===== src/rtl/gen_reg_arbiter_if.sv =====
// rtl/gen_reg_arbiter_if.sv - request/grant bundle between requesters and the general-register arbiter
// master = requester side, slave = arbiter side.
interface gen_reg_arbiter_if;
  logic       arb_en_i;
  logic [7:0] req_i;
  logic [7:0] lock_i;
  logic [2:0] SrcSel_o;
  logic       en_o;
  logic [7:0] gnt_o;
  logic       busy_o;

  modport master (
    output arb_en_i, req_i, lock_i,
    input  SrcSel_o, en_o, gnt_o, busy_o
  );

  modport slave (
    input  arb_en_i, req_i, lock_i,
    output SrcSel_o, en_o, gnt_o, busy_o
  );
endinterface


===== src/rtl/gen_reg_arbiter.sv =====
// rtl/gen_reg_arbiter.sv - round-robin arbiter driving the general register source select with locked bursts
// Single-FSM design; every output is a flop, so nothing combinational reaches the interface outputs.
module gen_reg_arbiter #(
  parameter int MAX_BURST = 4
) (
  input  logic                   clk,
  input  logic                   rst,
  gen_reg_arbiter_if.slave       bus
);

  localparam int CW = $clog2(MAX_BURST + 1);

  typedef enum logic [1:0] {
    IDLE  = 2'd0,
    GRANT = 2'd1,
    BURST = 2'd2
  } state_t;

  state_t          state;
  logic [2:0]      ptr;
  logic [CW-1:0]   cnt;
  logic [2:0]      src_sel;
  logic            en;
  logic [7:0]      gnt;
  logic            busy;

  // First set bit at or above start, wrapping 7->0; the downward scan lets the
  // smallest offset overwrite the result last.
  function automatic logic [2:0] rr_pick(input logic [7:0] req, input logic [2:0] start);
    logic [2:0] idx;
    rr_pick = start;
    for (int i = 7; i >= 0; i--) begin
      idx = start + 3'(i);
      if (req[idx]) rr_pick = idx;
    end
  endfunction

  logic [2:0] winner;
  logic       keep;

  always_comb begin
    winner = rr_pick(bus.req_i, ptr);
    // Only the granted requester's req/lock bits are ever looked at here.
    keep   = bus.req_i[src_sel] & bus.lock_i[src_sel] & (cnt < CW'(MAX_BURST));
  end

  always_ff @(posedge clk or posedge rst) begin
    if (rst) begin
      state   <= IDLE;
      ptr     <= 3'd0;
      cnt     <= '0;
      src_sel <= 3'd0;
      en      <= 1'b0;
      gnt     <= 8'h00;
      busy    <= 1'b0;
    end else begin
      case (state)
        IDLE: begin
          if (bus.arb_en_i && (bus.req_i != 8'h00)) begin
            state   <= GRANT;
            src_sel <= winner;
            en      <= 1'b1;
            gnt     <= 8'h01 << winner;
            cnt     <= CW'(1);
            busy    <= 1'b1;
          end else begin
            en   <= 1'b0;
            gnt  <= 8'h00;
            busy <= 1'b0;
          end
        end
        GRANT, BURST: begin
          if (keep) begin
            state <= BURST;
            cnt   <= cnt + CW'(1);
            en    <= 1'b1;
            busy  <= 1'b1;
          end else begin
            state <= IDLE;
            cnt   <= '0;
            en    <= 1'b0;
            gnt   <= 8'h00;
            busy  <= 1'b0;
            ptr   <= src_sel + 3'd1;
          end
        end
        default: begin
          state <= IDLE;
          cnt   <= '0;
          en    <= 1'b0;
          gnt   <= 8'h00;
          busy  <= 1'b0;
        end
      endcase
    end
  end

  assign bus.SrcSel_o = src_sel;
  assign bus.en_o     = en;
  assign bus.gnt_o    = gnt;
  assign bus.busy_o   = busy;

endmodule

===== src/flat_wrapper.sv =====
// flat-port wrapper written by rule: the top's interface ports become plain ports
module gen_reg_arbiter_flat 
#(
  parameter int MAX_BURST = 4
)
  (clk, rst, bus_arb_en_i, bus_req_i, bus_lock_i, bus_SrcSel_o, bus_en_o, bus_gnt_o, bus_busy_o);
  gen_reg_arbiter_if bus_i ();
  input  logic clk;
  input  logic rst;
  input wire logic [$bits(bus_i.arb_en_i)-1:0] bus_arb_en_i;
  input wire logic [$bits(bus_i.req_i)-1:0] bus_req_i;
  input wire logic [$bits(bus_i.lock_i)-1:0] bus_lock_i;
  output wire logic [$bits(bus_i.SrcSel_o)-1:0] bus_SrcSel_o;
  output wire logic [$bits(bus_i.en_o)-1:0] bus_en_o;
  output wire logic [$bits(bus_i.gnt_o)-1:0] bus_gnt_o;
  output wire logic [$bits(bus_i.busy_o)-1:0] bus_busy_o;
  assign bus_i.arb_en_i = bus_arb_en_i;
  assign bus_i.req_i = bus_req_i;
  assign bus_i.lock_i = bus_lock_i;
  assign bus_SrcSel_o = bus_i.SrcSel_o;
  assign bus_en_o = bus_i.en_o;
  assign bus_gnt_o = bus_i.gnt_o;
  assign bus_busy_o = bus_i.busy_o;
  gen_reg_arbiter #(.MAX_BURST(MAX_BURST)) u_core (.clk(clk), .rst(rst), .bus(bus_i));
endmodule

===== config.mk =====
export PLATFORM = sky130hd
export DESIGN_NAME = gen_reg_arbiter_flat
export DESIGN_NICKNAME = d
export VERILOG_FILES = /design/src/rtl/gen_reg_arbiter_if.sv /design/src/rtl/gen_reg_arbiter.sv /design/src/flat_wrapper.sv
export SDC_FILE = /design/constraint.sdc
export NUM_CORES = 1
export LEC_CHECK = 0
export CORE_AREA = 3 3 99 63
export CTS_CLUSTER_DIAMETER = 60
export DETAILED_ROUTE_END_ITERATION = 10
export DIE_AREA = 0 0 102 66
export GPL_ROUTABILITY_DRIVEN = 0
export SETUP_SLACK_MARGIN = 0.3
export SLEW_MARGIN = 20
export SYNTH_ARGS = -nofsm -noshare
export SYNTH_HDL_FRONTEND = slang
export SYNTH_SLANG_ARGS = --single-unit

===== constraint.sdc =====
create_clock -name clk -period 5.35 [get_ports clk]
set_input_delay 1.07 -clock clk [delete_from_list [all_inputs] [get_ports clk]]
set_output_delay 1.07 -clock clk [all_outputs]
set_load 0.05 [all_outputs]

======== Word level (Yosys, flattened, before mapping) ========
Cells that the tools add are included.
Widths: inputs -> output; s select.
storage, ports and cells
  memory bits (read-only) ................. 0
  register bits after elaboration ......... 20
  memories ................................ 0
  bits in latches ......................... 0
  RAM bits ................................ 0
  input port bits ......................... 19
  output and inout bits ................... 13
  word-level logic and storage cells ...... 79
cells by class
  bitwise logic cells ..................... 3
  magnitude comparators ................... 10
  eq/ne operators ......................... 4
  shift-type cells ........................ 1
  multipliers ............................. 0
  add/sub/neg operators ................... 9
  reductions and logical operators ........ 6
  multiplexer cells ....................... 40
  divide/modulo/power cells ............... 0
operators with widths
  cell                 number
  $lt 3x4->1 const B   9
  $bmux 1 s3           10
  $mux 3               10
  $mux 8               2
  $pmux 8 s2           1
  $add 3x3->3 const B  4
  $mux 1               12
  $add 3x1->3 const B  3
  $reduce_bool 8->1    1
  $shl 1x3->8 const A  1
  $add 3x2->3 const B  2
  $pmux 3 s2           1
  $mux 2               2
  $pmux 2 s2           1
  $reduce_and 2->1     2
  $lt 3x3->1 const B   1
  $and 1x1->1          2
  $eq 2x1->1 const B   1
  $eq 2x2->1 const B   1
  $logic_not 2->1      1
  $ne 2x1->1 const B   1
  $ne 2x2->1 const B   1
  $pmux 1 s2           1
  $reduce_or 2->1      1
  other kinds (2)      2

======== Longest topological paths before layout ========
  word-level depth ........................ 14
  gate-level depth with buffers ........... 12
  depth with buffers taken out ............ 10

======== Worst setup path after synthesis ========
No wires, ideal clock.
  kind .................................... in2reg
  start ................................... in bus_req_i[4]
  end ..................................... reg u_core.gnt[1], in the netlist u_core.bus.gnt_o[1]
  required time ........................... 5283 ps
  library setup time ...................... 67 ps
  stages .................................. 8
  path buffers ............................ 0
  arrival ................................. 2949 ps
  path slack .............................. 2334 ps
  path through ............................ mux4_1 mux2i_2 nor2_1 a2111oi_2 o21a_1 nor3_2 nor4_2 a22o_1
between the ends
  longest elaborated chain between the ends .. 13
  elaborated cells between the ends (all ways) .. 34
  classes of those cells .................. eq/ne: 1; shift: 1; mux: 28; bitwise: 2; reduce/logical: 2
ends and longest elaborated chain
  item                          RTL line               text
  start: declaration            flat_wrapper.sv:11     input wire logic [$bits(bus_i.req_i)-1:0] bus_req_i;
  $bmux 1 s3                    gen_reg_arbiter.sv:34  if (req[idx]) rr_pick = idx;
  $mux 1 (implied by the code)  gen_reg_arbiter.sv:34
  $mux 3 (8 in series)          gen_reg_arbiter.sv:34
  $shl 1x3->8                   gen_reg_arbiter.sv:63  gnt <= 8'h01 << winner;
  $mux 8                        gen_reg_arbiter.sv:59  if (bus.arb_en_i && (bus.req_i != 8'h00)) begin
  $pmux 8 s2                    gen_reg_arbiter.sv:57  case (state)
  end signal: assignment        gen_reg_arbiter.sv:63
  end: declaration              gen_reg_arbiter.sv:24  logic [7:0] gnt;
Several ways; a longest one is shown, not always the timed one. The select of a mux whose other input is x is not followed.
A chain may end at the register's enable or synchronous reset.

======== Final worst setup path ========
  start ................................... reg u_core.ptr[0]
  end ..................................... reg u_core.gnt[5], in the netlist u_core.bus.gnt_o[5]
between the ends
  longest elaborated chain between the ends .. 14
  elaborated cells between the ends (all ways) .. 34
  classes of those cells .................. add/sub: 7; shift: 1; mux: 26
ends and longest elaborated chain
  item                          RTL line               text
  start: declaration            gen_reg_arbiter.sv:20  logic [2:0] ptr;
  start signal: assignment      gen_reg_arbiter.sv:84  ptr <= src_sel + 3'd1;
  $add 3x3->3                   gen_reg_arbiter.sv:33  idx = start + 3'(i);
  $bmux 1 s3                    gen_reg_arbiter.sv:34
  $mux 1 (implied by the code)  gen_reg_arbiter.sv:34
  $mux 3 (7 in series)          gen_reg_arbiter.sv:34
  $mux 3 *                      gen_reg_arbiter.sv:34
  $shl 1x3->8 *                 gen_reg_arbiter.sv:63
  $mux 8 *                      gen_reg_arbiter.sv:59
  $pmux 8 s2 *                  gen_reg_arbiter.sv:57
Every way passes the cells marked *; elsewhere a longest branch is shown, timed or not. The select of a mux whose other input is x is not followed.

==> results_dict.tcl <==
set metrics [dict create \
    clock_latency_ps 260 \
    end_kind "flop" \
    ir_worst_vdd_uv 226 \
    dp_hpwl_mm 3.80 \
    finalSetupTns_ps 0 \
    areaGrowthSynthToFinish_pct 21.3 \
    synth_cells 201 \
    hold_path_class "reg2reg" \
    vias 1674 \
    yosysWarnings 0 \
    cts_made_buffers 3 \
    seq_area_frac_synth_pct 26.4 \
    dr.pass1.iters 4 \
    cts.htree.levels 1 \
    grt_pass1_wl_mm 8.13 \
    fin_crit_sh_pct 71.4 \
    clock.fmax_mhz 262 \
    setup_viol 0 \
    cts.repair.resized 0 \
    p_int_mw 0.804 \
    finClkSkew_ps 2.85 \
    die_w_um 102 \
    arrival_ps 4020 \
    diodes 0 \
    syn_nets 226 \
    antenna_left 0 \
    synth_top_area_share_pct 26.4 \
    holdPathStages 2 \
    clkSlewWorstSetupHoldPaths_ps 80 \
    cts_tree "yes" \
    synth_area_per_cell_um2 9.42 \
    ios 32 \
    synth.most_common_cell "nand2_1" \
    die_y_um 66 \
    tightest_slew_ps 902 \
    p_clk_share_pct 6.9 \
    routed_wirelength_mm 4.84 \
    cts_hold_buffers 0 \
    post-cts-setup-buffers 0 \
    synth-async-reset-ratio_pct 100 \
    seq_area_um2 500 \
    worst_ep_required_time_ps 5550 \
    drv_slew 0 \
    grt_overflow 0 \
    drt_iter0_markers 210 \
    io_buffers 31 \
    cts_root_buf "clkbuf_8" \
    clockBufferDepth 2 \
    rsz0062_at_grt "false" \
    routedWlPerCell_um 16.3 \
    path_class "reg2reg" \
    worst-path-max-fanout 21 \
    swShare_pct 52.5 \
    synth.top_cells.by_count "29 x nand2_1, 20 x dfrtp_1, 16 x o21ai_0" \
    rows 21 \
    drv_cap 0 \
    fin_nets 254 \
    hold_violations 0 \
    synth.largest_area_cell "dfrtp_1" \
    multi_input_area_um2 1300 \
    status "finished, final reports clean" \
    grt_pass1_vias 1560 \
    antenna_found_initial 0 \
    die-area_um2 6730 \
    period_minus_slack_ps 3820 \
    layout-drive-gt1-share_pct 12.7 \
    rr_worst_depth 10 \
    fill_cells 564 \
    start_kind "flop" \
    synth_area_um2 1890 \
    synth_cell_types 49 \
    clock-sinks 20 \
    ys.flop_type "dfrtp_1" \
    synthTopCellsByArea "dfrtp_1 26%, mux4_2 9.5%, mux2i_1 7.4%" \
    pwr-share-comb_pct 74.1 \
    vias_per_cell 5.64 \
    ys_seq_elements 20 \
    slew_headroom_pct 39.9 \
    finish.utilization_pct 42.0 \
    track_usage_pct 15.2 \
    r2r_slack_ps 1530 \
    synth-edff-count 0 \
    start_util_pct 34.6 \
    coreArea_um2 5470 \
    p_leak_nw 0.952 \
    netSwitchingPower_mw 0.891 \
    pwr-share-seq_pct 19.0 \
    powerDensity_nw_per_um2 738 \
    drc 0 \
    grt_max_degree 22 \
]
==> area by class of cell <==
class	count	area share, %
Clock buffer	4	2.40
Inverter	10	1.63
Multi-Input combinational cell	162	56.6
Sequential cell	20	21.8
Tap cell	69	3.76
Timing Repair Buffer	32	13.8
==> per-layer routing <==
layer  vias up  GRT usage [%]  routed length [um]
met4         0          0.491                   0
met3         0           3.69                 337
met5         -              0                   0
met1       797           25.1                2610
met2        61           20.6                1890
li1        816              -                   -
==> flip-flops by register name, indices dropped and copies added, names as in the netlist <==
name	flops
u_core.bus.SrcSel_o	3
u_core.bus.en_o	1
u_core.bus.gnt_o	8
u_core.cnt	3
u_core.ptr	3
u_core.state	2
==> power by group through the flow <==
stage	registers (mW)	clock network, mW	logic (mW)
4_1_cts	0.323	0.121	1.25
3_3_place_gp	0.326	0	1.25
6_report	0.322	0.117	1.26
5_1_grt	0.339	0.128	1.38
3_5_place_dp	0.326	0	1.24
2_1_floorplan	0.373	0	0.930
==> critical path, stage by stage (launching register included) <==
cell and delay, ps:
dfrtp_1 940, inv_1 140, ha_1 650, mux4_1 530
mux2i_2 300, nor2_1 80, a2111oi_2 370, o21a_1 170
nor3_2 70, nor4_2 320, a22o_1 180
==> through the flow <==
step	total power, mW	hold WS (ps)	worst slack (ps)	instances	cell area [um2]
2_1_floorplan	1.30	441	2330	201	1890
3_3_place_gp	1.58	462	1360	293	2240
3_5_place_dp	1.57	470	1430	293	2240
4_1_cts	1.69	488	1550	297	2300
5_1_grt	1.84	518	1180	297	2300
6_report	1.70	477	1530	297	2300
==> cell usage in the layout (no fill, tap or decap), drive strengths merged, types with 7 or more instances in the layout <==
cell type and instances:
mux4 9, clkdlybuf4s50 31, nor3 8, a22o 8, o21ai 16, mux2 7
nor2 8, inv 10, mux2i 16, nand2 29, dfrtp 20
==> kinds of logic (layout without fill, tap and decap cells) <==
family	count (synthesis)	after routing	synth area share [%]
fa+ha+maj	6	6	3.97
mux	32	32	24.6
flops	20	20	26.4
buf+inv	19	46	4.96
compound gates	54	54	20.0
simple gates	66	66	17.2
xor+xnor	4	4	2.84
==> worst paths after layout <==
path                                                 from                               to
worst max-delay path            u_core.ptr[0]$_DFFE_PP0P_  u_core.bus.gnt_o[5]$_DFFE_PP0P_
max in group asynchronous                             rst        u_core.cnt[2]$_DFFE_PP0P_
min in group asynchronous                             rst  u_core.bus.gnt_o[2]$_DFFE_PP0P_
worst min-delay path            u_core.cnt[2]$_DFFE_PP0P_        u_core.cnt[2]$_DFFE_PP0P_
worst max register to register  u_core.ptr[0]$_DFFE_PP0P_  u_core.bus.gnt_o[5]$_DFFE_PP0P_
worst min register to register  u_core.cnt[2]$_DFFE_PP0P_        u_core.cnt[2]$_DFFE_PP0P_
Power figures use the tool's default switching activity.
